[config.mk]
export PLATFORM = sky130hd
export DESIGN_NAME = traffic_request_latch
export DESIGN_NICKNAME = d
export VERILOG_FILES = /design/src/rtl/traffic_pkg.sv /design/src/rtl/req_debounce.sv /design/src/rtl/traffic_request_latch.sv
export SDC_FILE = /design/constraint.sdc
export NUM_CORES = 1
export LEC_CHECK = 0
export ABC_AREA = 1
export BUFFER_PORTS_ARGS = -buffer_cell sky130_fd_sc_hd__buf_2
export CAP_MARGIN = 25
export CELL_PAD_IN_SITES_DETAIL_PLACEMENT = 1
export CELL_PAD_IN_SITES_GLOBAL_PLACEMENT = 2
export CORE_MARGIN = 5
export CORE_UTILIZATION = 37
export CTS_CLUSTER_SIZE = 25
export DETAILED_ROUTE_END_ITERATION = 7
export PLACE_DENSITY_LB_ADDON = 0.15
export SYNTH_ARGS = -nofsm -noshare
export SYNTH_HDL_FRONTEND = slang
export SYNTH_SLANG_ARGS = --single-unit
[constraint.sdc]
create_clock -name clk -period 1.3 [get_ports clk]
set_input_delay 0.065 -clock clk [delete_from_list [all_inputs] [get_ports clk]]
set_output_delay 0.065 -clock clk [all_outputs]
set_load 0.01 [all_outputs]
[src/rtl/traffic_pkg.sv]
// Shared definitions for the intersection controller: phase encodings, request
// channel indices and the phase-to-channel serve map.
package traffic_pkg;

    typedef enum logic [1:0] {
        PH_SS_STRAIGHT = 2'd0,
        PH_SS_TURN     = 2'd1,
        PH_XS_STRAIGHT = 2'd2,
        PH_XS_TURN     = 2'd3
    } phase_e;

    localparam int NUM_CH    = 6;
    localparam int NUM_PHASE = 4;

    localparam int CH_SS_PED      = 0;
    localparam int CH_XS_PED      = 1;
    localparam int CH_SS_STRAIGHT = 2;
    localparam int CH_SS_TURN     = 3;
    localparam int CH_XS_STRAIGHT = 4;
    localparam int CH_XS_TURN     = 5;

    typedef logic [NUM_CH-1:0] ch_mask_t;

    localparam ch_mask_t MASK_PH0 = ch_mask_t'((1 << CH_SS_PED) | (1 << CH_SS_STRAIGHT));
    localparam ch_mask_t MASK_PH1 = ch_mask_t'(1 << CH_SS_TURN);
    localparam ch_mask_t MASK_PH2 = ch_mask_t'((1 << CH_XS_PED) | (1 << CH_XS_STRAIGHT));
    localparam ch_mask_t MASK_PH3 = ch_mask_t'(1 << CH_XS_TURN);

    // Indexed by phase encoding; the phase FSM uses the same table.
    localparam ch_mask_t [NUM_PHASE-1:0] SERVE_MASK = {MASK_PH3, MASK_PH2, MASK_PH1, MASK_PH0};

    function automatic ch_mask_t served_by(input phase_e ph);
        return SERVE_MASK[ph];
    endfunction

endpackage

[src/rtl/req_debounce.sv]
// One request channel: 2-flop synchronizer then a saturating run-length counter.
// det rises DEBOUNCE_CYCLES+2 edges after the raw input first goes high; no backpressure.
// Any low synchronized sample restarts the count.
module req_debounce
    import traffic_pkg::*;
#(
    parameter int DEBOUNCE_CYCLES = 20
) (
    input  logic clk,
    input  logic rst_n,
    input  logic raw_in,
    output logic det
);

    localparam int                CNT_W   = $clog2(DEBOUNCE_CYCLES + 1);
    localparam logic [CNT_W-1:0]  CNT_MAX = CNT_W'(DEBOUNCE_CYCLES);

    logic             sync1_q, sync1_d;
    logic             sync2_q, sync2_d;
    logic [CNT_W-1:0] cnt_q, cnt_d;

    always_comb begin
        sync1_d = raw_in;
        sync2_d = sync1_q;
        cnt_d   = cnt_q;
        if (!sync2_q) begin
            cnt_d = '0;
        end else if (cnt_q != CNT_MAX) begin
            cnt_d = cnt_q + 1'b1;
        end
    end

    always_ff @(posedge clk or negedge rst_n) begin
        if (!rst_n) begin
            sync1_q <= 1'b0;
            sync2_q <= 1'b0;
            cnt_q   <= '0;
        end else begin
            sync1_q <= sync1_d;
            sync2_q <= sync2_d;
            cnt_q   <= cnt_d;
        end
    end

    assign det = (cnt_q == CNT_MAX);

endmodule

[src/rtl/traffic_request_latch.sv]
// Conditions six field requests into pending calls and reports the next phase with a call.
// pending follows det by one edge; call_valid/call_phase are combinational from pending and phase.
// No backpressure; optional per-channel wait timers under TRAFFIC_REQ_WAIT_TIMER_EN.
module traffic_request_latch
    import traffic_pkg::*;
#(
    parameter int DEBOUNCE_CYCLES = 20,
    parameter int WAIT_W          = 8
) (
    input  logic              clk,
    input  logic              rst_n,
    input  logic [NUM_CH-1:0] raw_req,
    input  logic [1:0]        phase,
    input  logic              phase_start,
    input  logic              sec_tick,
    output logic [NUM_CH-1:0] pending,
    output logic              call_valid,
`ifdef TRAFFIC_REQ_WAIT_TIMER_EN
    output logic [WAIT_W-1:0] max_wait,
`endif
    output logic [1:0]        call_phase
);

    phase_e   cur_phase;
    ch_mask_t cur_mask;
    ch_mask_t det;
    ch_mask_t pending_q, pending_d;

    assign cur_phase = phase_e'(phase);
    assign cur_mask  = served_by(cur_phase);

    for (genvar g = 0; g < NUM_CH; g++) begin : g_ch
        req_debounce #(
            .DEBOUNCE_CYCLES(DEBOUNCE_CYCLES)
        ) u_debounce (
            .clk    (clk),
            .rst_n  (rst_n),
            .raw_in (raw_req[g]),
            .det    (det[g])
        );
    end

    // Clear on the new phase's start takes priority over a same-cycle set.
    always_comb begin
        pending_d = pending_q;
        for (int i = 0; i < NUM_CH; i++) begin
            if (phase_start && cur_mask[i]) begin
                pending_d[i] = 1'b0;
            end else if (det[i] && !cur_mask[i]) begin
                pending_d[i] = 1'b1;
            end
        end
    end

    always_ff @(posedge clk or negedge rst_n) begin
        if (!rst_n) begin
            pending_q <= '0;
        end else begin
            pending_q <= pending_d;
        end
    end

    assign pending = pending_q;

    // Walk forward from the current phase; the current phase itself is never a candidate.
    logic       found;
    logic [1:0] cand;
    logic [1:0] call_phase_c;

    always_comb begin
        found        = 1'b0;
        cand         = phase;
        call_phase_c = 2'd0;
        for (int k = 1; k < NUM_PHASE; k++) begin
            cand = phase + 2'(k);
            if (!found && |(pending_q & SERVE_MASK[cand])) begin
                found        = 1'b1;
                call_phase_c = cand;
            end
        end
    end

    assign call_valid = |(pending_q & ~cur_mask);
    assign call_phase = call_phase_c;

`ifdef TRAFFIC_REQ_WAIT_TIMER_EN
    logic [WAIT_W-1:0] wait_q [NUM_CH];
    logic [WAIT_W-1:0] wait_d [NUM_CH];
    logic [WAIT_W-1:0] max_wait_q, max_wait_d;

    // Keyed off pending_d so a counter zeroes on the same edge its call clears.
    always_comb begin
        for (int i = 0; i < NUM_CH; i++) begin
            wait_d[i] = wait_q[i];
            if (!pending_d[i]) begin
                wait_d[i] = '0;
            end else if (sec_tick && pending_q[i] && (wait_q[i] != {WAIT_W{1'b1}})) begin
                wait_d[i] = wait_q[i] + 1'b1;
            end
        end
    end

    always_comb begin
        max_wait_d = '0;
        for (int i = 0; i < NUM_CH; i++) begin
            if (wait_q[i] > max_wait_d) begin
                max_wait_d = wait_q[i];
            end
        end
    end

    always_ff @(posedge clk or negedge rst_n) begin
        if (!rst_n) begin
            for (int i = 0; i < NUM_CH; i++) begin
                wait_q[i] <= '0;
            end
            max_wait_q <= '0;
        end else begin
            for (int i = 0; i < NUM_CH; i++) begin
                wait_q[i] <= wait_d[i];
            end
            max_wait_q <= max_wait_d;
        end
    end

    assign max_wait = max_wait_q;
`else
    logic [WAIT_W-1:0] unused_tick;
    assign unused_tick = {WAIT_W{sec_tick}};
`endif

endmodule

==> results.toml, run 1 <==
[die]
design.die.area_um2 = 8033
rows = 29
fp.coreArea_um2 = 6241
initial_utilization_pct = 37.59
die_w_um = 89.63
die_h_um = 89.63
io-pin-count = 21

[critical_path]
crit_path_end_kind = "output port"
crit_buf_inv = 1
cp_cell_sequence = "o21ai_1, nand3_2, nor2_2, nand3b_1, nand2_1, buf_2"
timing.critical_path.depth = 6
cp.arrival_ns = 1.45
path_max_fanout = 5
worstSetupEndpoint = "call_phase[1]"
r2r_start = "g_ch[4].u_debounce.cnt_q[0]"
crit_path_start_kind = "flip-flop"
slowest_delay_ns = 0.44
path_class = "reg -> out"
worst-r2r-cell-count = 5
cp_top_family = "flip-flops"
r2r-end = "g_ch[4].u_debounce.cnt_q[3]"
slowest_stage = "dfrtp_2"
r2r_slack_ns = 0.12
cp-startpoint = "pending[4]"
cp.required_ns = 1.24

[cells_and_area]
area_growth_pct = 24.00
num-fill-cells = 726
final_core_util_pct = 46.61
drive_above_1_share_pct = 24.75
final_area_um2 = 2909
layout_commonest_cell = "dfrtp_1"
layout.cells.non_filler = 376
layout_common_cells = "44 x dfrtp_1, 39 x nand2_1, 32 x inv_1"
antennaDiodeCount = 0
nets = 326

[power_and_ir_drop]
sequentialPowerShare_pct = 57.6
power.share.combinational_pct = 9.9
pwr-share-clk_pct = 32.4
p_int_mw = 2.114
ir_worst_vdd_mv = 0.5820
p_sw_mw = 0.6890
power_mw = 2.803
p_leak_nw = 1.425
sw_frac_of_total_pct = 24.58
pwr_density_cell_nw_per_um2 = 963.5

[routing]
drc = 0
dr_total_vias = 1829
viasPerCell = 4.864
wl_per_cell_um = 12.67
ant_nets = 0
firstDrtPassIters = 3
drt_iter0_markers = 39
wirelength_mm = 4.765

[yosys]
syn_inst = 247
synth_area_um2 = 2346
seq_area_frac_synth_pct = 51.20
synth_area_leaders = "dfrtp_1 51%, ha_1 8.5%, nand2_1 6.7%"
synth_cell_type_count = 29
synth_nets = 275
synth_top_area_share_pct = 51.20
synth.largest_area_cell = "dfrtp_1"
syn_area_per_cell_um2 = 9.498
yosysWarnings = 0
synth-seq-cells = 48

[global_route]
overflow = 0
grt_pass1_vias = 1957
grt_pass1_wl_mm = 8.790
antenna_found_initial = 0
grt_max_degree = 49
grtUsageTotal_pct = 14.05

[run]
maxCapViolations = 0

[sta]
maxSlewHeadroom_pct = 83.10
fmax_ghz = 0.6588
fin_tns_setup_ns = -0.6433
worst_pin_slew_ns = 0.2535
rsz0062_at_grt = "yes"
fin_crit_sh_pct = 116.8
layout_min_cycle_time_ns = 1.518
setup_viol = 3
final_hold_viol_count = 0
fin_ws_ns = -0.2179
drv_slew = 0
finClkSkew_ns = 0.003705

[clock_network]
cts_buffers = 5
cts_tree = "built"
htreeDepth = 2
max-clock-path-buffers = 2
cts_sinks = 48
path_clk_slew_ns = 0.08
cts-root-buf = "clkbuf_8"
clkLatencyLatePin_ns = 0.30

[status]
violations = "negative setup slack"
status = "finished with violations"

[place]
portBuffers = 19
gp_congestion = 0.7637
dpl.hpwl_mm = 3.514
dp_cells = 355
placed_cell_area_um2 = 2640

[hold_path]
hold_class = "in -> reg"
-- sequential cells by signal, indices dropped and copies added, names as in the netlist --
name,cells
g_ch.u_debounce.sync2_q,6
g_ch.u_debounce.sync1_q,6
pending,6
g_ch.u_debounce.cnt_q,30
-- how the worst min path moves through the flow --
stage	end	slack [ns]	start	cells after the start
6_report	pending[5]	0.09	phase_start	4
2_1_floorplan	g_ch[0].u_debounce.cnt_q[0]	-0.23	rst_n	0
5_1_grt	pending[5]	0.11	phase_start	4
3_5_place_dp	g_ch[3].u_debounce.sync1_q	0.08	rst_n	2
4_1_cts	pending[5]	0.08	phase_start	4
3_3_place_gp	g_ch[3].u_debounce.sync1_q	0.07	rst_n	2
-- worst reg2reg max path: cells and delay by family, from the launching register on --
kind | cells | cell delay [ns]
buffers and inverters | 1 | 0.09
flip-flops | 1 | 0.42
AO/OA/AOI/OAI | 2 | 0.21
AND/OR/NAND/NOR | 1 | 0.16
adder cells (fa/ha/maj) | 1 | 0.20
-- cell type report --
type / instances / area [µm²] / area share [%]
Sequential cell: 48 / 1206 / 41.46
Multi-Input combinational cell: 162 / 1061 / 36.47
Timing Repair Buffer: 44 / 316.6 / 10.88
Inverter: 37 / 138.9 / 4.774
Tap cell: 77 / 96.34 / 3.312
Clock buffer: 8 / 90.09 / 3.097
-- power by group through the flow --
| stage | Combinational [mW] | Clock (mW) | Sequential, mW |
|---|---|---|---|
| finish | 0.279 | 0.909 | 1.62 |
| global placement | 0.255 | 0 | 1.64 |
| detailed placement | 0.261 | 0 | 1.64 |
| CTS | 0.279 | 0.966 | 1.61 |
| global route | 0.326 | 1.04 | 1.63 |
| floorplan | 0.144 | 0 | 1.63 |
-- layer usage --
metal / share of wire (%) / GRT usage (%)
met5: 0 / 0
met4: 1.5 / 4.871
met3: 3.4 / 2.828
met2: 48 / 24.27
met1: 47 / 17.41
-- per-stage QoR --
stage | worst slack (ns) | hold WS (ns)
4_1_cts | -0.2563 | 0.08345
2_1_floorplan | 0.1960 | -0.2306
3_5_place_dp | 0.01908 | 0.07647
6_report | -0.2179 | 0.08635
3_3_place_gp | 0.02940 | 0.07314
5_1_grt | -0.3313 | 0.1121
-- what timing repair did --
| action | CTS | global route |
|---|---|---|
| endpoints found under the hold margin | 54 | 0 |
| hold buffers | 7 | 0 |
| pin swaps | 5 | 6 |
| gates resized for setup | 5 | 16 |
| setup buffers | 4 | 2 |
| endpoints found under the setup margin | 3 | 10 |
-- cells in the mapped netlist, drive strengths merged --
cell type	number
ha	16
a31oi	4
o2111ai	1
xnor2	1
o21a	6
a21oi	9
o21ai	17
nand4	6
o31ai	2
nand3	25
xor2	7
inv	37
nor3	1
a211oi	1
o211ai	2
dfrtp	48
nor2	20
nand3b	1
o21bai	1
nand2	42
-- cells by family after synthesis --
family / after synthesis / synth area share, %
DFF: 48 / 51.20
and+or+nand+nor: 95 / 20.00
buffers and inverters: 37 / 5.920
xor gates and xnor gates: 8 / 2.987
adders and majority gates: 16 / 8.533
AOI/OAI and AO/OA: 43 / 11.36
Note: power is estimated with default switching activity, not from simulation.
==> run 2: changes to the inputs <==
CORE_MARGIN = 10   (was 5)
RECOVER_POWER = 100   (was default)
==> run 2 against run 1 <==
The run still ends with negative setup slack left; global-route usage decreased by 3.5 points; clock skew decreased by 0.00071 ns; worst hold slack improved by 0.0080 ns; worst setup slack got worse by 0.035 ns; first-iteration DRC count decreased by 18%; largest cell class unchanged.
==> results.toml, run 2 (synthesis gave the netlist of run 1 again) <==
[status]
status = "finished with violations"
violations = "negative setup slack"

[clock_network]
cts_tree = "built"
cts_sinks = 48
cts-root-buf = "clkbuf_8"
cts_buffers = 5
path_clk_slew_ns = 0.08
max-clock-path-buffers = 2
clkLatencyLatePin_ns = 0.29
htreeDepth = 2

[sta]
drv_slew = 0
rsz0062_at_grt = "yes"
fin_ws_ns = -0.2530
worst_pin_slew_ns = 0.6612
fmax_ghz = 0.6439
layout_min_cycle_time_ns = 1.553
fin_crit_sh_pct = 119.5
setup_viol = 3
finClkSkew_ns = 0.002997
maxSlewHeadroom_pct = 55.92
final_hold_viol_count = 0

[place]
gp_congestion = 0.8126
portBuffers = 19
dpl.hpwl_mm = 3.632

[routing]
drt_iter0_markers = 32
wl_per_cell_um = 13.53
wirelength_mm = 5.045
firstDrtPassIters = 4
viasPerCell = 4.887
drc = 0
ant_nets = 0
dr_total_vias = 1823

[cells_and_area]
nets = 325
regArea_um2 = 1207
antennaDiodeCount = 0
drive_above_1_share_pct = 23.49
layout_commonest_cell = "dfrtp_1"
largest-register = "g_ch.u_debounce.cnt_q"
num-fill-cells = 694
layout_common_cells = "43 x dfrtp_1, 42 x nand2_1, 34 x inv_1"
area_growth_pct = 23.63
largest_reg_flops = 30
final_core_util_pct = 48.13
multi_input_area_um2 = 1074

[critical_path]
crit_buf_inv = 3
cp.arrival_ns = 1.49
slowest_delay_ns = 0.44
slowest_stage = "dfrtp_2"
crit_path_end_kind = "output port"
cp_top_family = "buffers and inverters"
crit_path_frequent_cell = "buf_4"
path_class = "reg -> out"
crit_path_start_kind = "flip-flop"
path_max_fanout = 5
cp.required_ns = 1.24
cp_cell_sequence = "buf_4, buf_4, o21bai_1, o2111ai_1, buf_2"

[die]
die_h_um = 99.63
rows = 28
io-pin-count = 21
fp.coreArea_um2 = 6026
design.die.area_um2 = 9925
die_w_um = 99.63
initial_utilization_pct = 38.93

[global_route]
grt_max_degree = 49
antenna_found_initial = 0
grtUsageTotal_pct = 10.55
grt_pass1_wl_mm = 8.818
grt_pass1_vias = 1920
overflow = 0

[hold_path]
hold_class = "in -> reg"

[power_and_ir_drop]
ir_worst_vdd_mv = 0.5291
pwr_density_cell_nw_per_um2 = 966.4
power_mw = 2.803
p_leak_nw = 1.416

[run]
maxCapViolations = 0
-- run 2: cell types whose count changed in the layout (fill, tap and decap cells not counted), sizes merged --
cell	before	now
clkbuf	8	9
buf	37	35
-- run 2: where the power goes --
group	internal [mW]	switching, mW
clock network	0.435	0.467
registers	1.56	0.0628
logic	0.124	0.159
total	2.11	0.689
-- run 2: stage by stage --
step / area [µm²] / TNS (ns) / worst slack, ns / instances / hold slack, ns
after floorplan: 2346 / 0 / 0.1960 / 247 / -0.2306
after global placement: 2623 / 0 / 0.02587 / 351 / 0.07671
after detailed placement: 2623 / 0 / 0.02815 / 351 / 0.07618
after CTS: 2815 / -0.5832 / -0.2293 / 369 / 0.08719
after global routing: 2900 / -1.073 / -0.3331 / 373 / 0.1208
final: 2900 / -0.6561 / -0.2530 / 373 / 0.09438
-- run 2: timing repair --
item | in CTS | in global routing
setup buffers | 3 | 4
endpoints found under the setup margin | 3 | 19
hold endpoints to repair | 54 | 0
gates resized for setup | 6 | 15
hold buffers | 7 | 0
pin swaps | 1 | 0
-- run 2: final cells by class --
cell class | instances | share of cell area (%)
sequential | 48 | 41.63
multi-input combinational | 162 | 37.01
timing repair buffer | 43 | 10.22
inverter | 37 | 4.789
tap | 75 | 3.236
clock buffer | 8 | 3.106
-- run 2: final timing paths --
| path | startpoint | endpoint | slack (ns) | depth (start not counted) |
|---|---|---|---|---|
| worst max-delay path | pending[1] | call_valid | -0.25 | 5 |
| worst min-delay path | phase_start | pending[5] | 0.09 | 4 |
| worst max register to register | g_ch[1].u_debounce.cnt_q[0] | pending[1] | 0.10 | 5 |
| worst min register to register | g_ch[4].u_debounce.sync1_q | g_ch[4].u_debounce.sync2_q | 0.35 | 0 |
| max in group asynchronous | rst_n | pending[4] | 0.38 | 3 |
| min in group asynchronous | rst_n | g_ch[2].u_debounce.cnt_q[3] | 0.45 | 3 |
-- run 2: tightest hold or removal path, cell delays in order --
cell,delay (ns)
buf_2,0.13
nand2_1,0.06
nand2_1,0.04
o21ai_0,0.05
-- run 2: layer usage --
layer | vias to the layer above | track usage [%] | share of wire (%)
met1 | 890 | 13.46 | 48
met5 | - | 0 | 0
li1 | 914 | - | -
met3 | 2 | 2.215 | 2.7
met4 | 0 | 3.638 | 0.75
met2 | 17 | 17.18 | 48
==> run 3: changes to the inputs <==
CORE_UTILIZATION = 40   (was 37)
clock period = 1.9 ns   (was 1.3 ns; I/O delays follow)
==> run 3 against run 2 <==
The flow now finishes without violations; critical path depth increased by 1; core utilization decreased by 1.2 points; sequential cell count unchanged; non-clock buffer count decreased by 16; clock power decreased by 34%; worst setup slack improved by 0.52 ns; global-route usage increased by 1.0 points; sequential power decreased by 31%; clock-buffer cell count decreased by 3; clock skew increased by 0.0046 ns; first-iteration DRC count increased by 63%; via count decreased by 3.8%; critical endpoint is now call_phase[0]; largest cell class unchanged; highest routed layer unchanged.
==> results.toml, run 3 (synthesis gave the netlist of run 1 again) <==
[hold_path]
whs_endpoint = "pending[5]"
min_from = "phase_start"
hold_class = "in -> reg"
min_path_cells = 4

[clock_network]
path_clk_slew_ns = 0.09
htreeDepth = 2
max-clock-path-buffers = 2
cts-root-buf = "clkbuf_8"
cts_sinks = 48
clkLatencyLatePin_ns = 0.30
postCtsSetupRepairBufs = 0
cts_buffers = 5
cts_tree = "built"

[sta]
rsz0062_at_grt = "no"
finClkSkew_ns = 0.007560
fin_tns_setup_ns = 0
fin_ws_ns = 0.2622
fmax_ghz = 0.6106
drv_slew = 0
maxSlewHeadroom_pct = 20.19
layout_min_cycle_time_ns = 1.638
setup_viol = 0
final_hold_viol_count = 0
worst_pin_slew_ns = 1.197
fin_crit_sh_pct = 86.20

[cells_and_area]
layout_common_cells = "48 x dfrtp_1, 42 x nand2_1, 34 x inv_1"
layout.cells.non_filler = 353
antennaDiodeCount = 0
nets = 309
area_growth_pct = 12.16
largest-register = "g_ch.u_debounce.cnt_q"
layout_commonest_cell = "dfrtp_1"
largest_reg_flops = 30
drive_above_1_share_pct = 10.32

[critical_path]
r2r_slack_ns = 0.59
path_class = "reg -> out"
crit_path_end_kind = "output port"
cp.required_ns = 1.80
cp.arrival_ns = 1.54
path_max_fanout = 6
worst-r2r-cell-count = 4
r2r-end = "g_ch[3].u_debounce.cnt_q[1]"
r2r_start = "g_ch[3].u_debounce.cnt_q[0]"
crit_path_start_kind = "flip-flop"

[die]
design.die.area_um2 = 9329
die_w_um = 96.59
fp.coreArea_um2 = 5608
die_h_um = 96.59
initial_utilization_pct = 41.83
rows = 27
io-pin-count = 21

[place]
portBuffers = 19
dp_cells = 339
gp_congestion = 0.7276
pre_cts_slack_ns = 0.4729
dpl.hpwl_mm = 3.507

[routing]
wirelength_mm = 4.752
drc = 0
viasPerCell = 4.969
firstDrtPassIters = 4
wl_per_cell_um = 13.46
drt_iter0_markers = 52
dr_total_vias = 1754
ant_nets = 0

[global_route]
grt_pass1_wl_mm = 8.569
overflow = 0
grt_pass1_vias = 1867
grtUsageTotal_pct = 11.55
grt_max_degree = 49
antenna_found_initial = 0

[power_and_ir_drop]
pwr_density_cell_nw_per_um2 = 706.1
power_mw = 1.858
p_leak_nw = 1.297
ir_worst_vdd_mv = 0.3617

[run]
maxCapViolations = 0

[status]
status = "completed"
==> run 3: cell count changes in the layout (fill, tap and decap cells not counted), moves of 5 or more <==
| cell | delta |
|---|---|
| buf_4 | -15 |
| buf_2 | -7 |
| clkbuf_1 | +5 |
| dfrtp_1 | +5 |
| dfrtp_2 | -5 |
| nor2_1 | +5 |
==> run 3: area by class of cell <==
type                       instances  area, µm²
fill                             690       2977
inverter                          37      138.9
clock inverter                     2      12.51
clock buffer                       5      68.82
sequential                        48       1201
timing repair buffer              27      161.4
tap                               72      90.09
multi-input combinational        162      958.4
==> run 3: what timing repair did <==
action                    4_1_cts  5_1_grt
hold buffers                    7        0
hold endpoints to repair       54        0
resized for setup               0        0
==> run 3: worst max path at each step <==
stage | cells past startpoint | from | slack (ns) | end
finish | 6 | pending[1] | 0.26 | call_phase[0]
global placement | 13 | phase[0] | 0.48 | call_phase[1]
global route | 6 | pending[1] | 0.07 | call_phase[1]
detailed placement | 11 | phase[0] | 0.47 | call_phase[0]
floorplan | 5 | pending[4] | 0.78 | call_phase[1]
CTS | 6 | pending[4] | 0.29 | call_phase[0]
==> run 3: critical path, cell delays in order, from the launching register on <==
cell and delay, ns:
dfrtp_1 0.47, o21ai_1 0.22, nand3_2 0.14, nor2_1 0.15, nand3_1 0.08, nand2_1 0.07, buf_2 0.12
==> run 3: power breakdown <==
| group | leakage, nW | switching (mW) | internal [mW] |
|---|---|---|---|
| registers | 0.627 | 0.0434 | 1.06 |
| clock network | 0.0400 | 0.344 | 0.250 |
| logic | 0.630 | 0.0910 | 0.0650 |
| total | 1.30 | 0.479 | 1.38 |
==> run 3: per-stage QoR <==
step	hold slack, ns	cell area [µm²]	util [%]
global placement	0.2024	2539	45.27
global route	0.1273	2631	46.92
finish	0.1053	2631	46.92
detailed placement	0.2062	2539	45.27
floorplan	-0.2006	2346	-
CTS	0.09900	2690	47.97
==> run 3: routing by layer <==
layer | track usage, % | vias up | part of all wire [%] | routed length, µm
li1 | - | 877 | - | -
met1 | 15.00 | 850 | 50 | 2369
met4 | 4.722 | 0 | 1.8 | 84
met3 | 3.392 | 6 | 4.8 | 228
met5 | 0 | - | 0 | 0
met2 | 17.59 | 21 | 44 | 2070
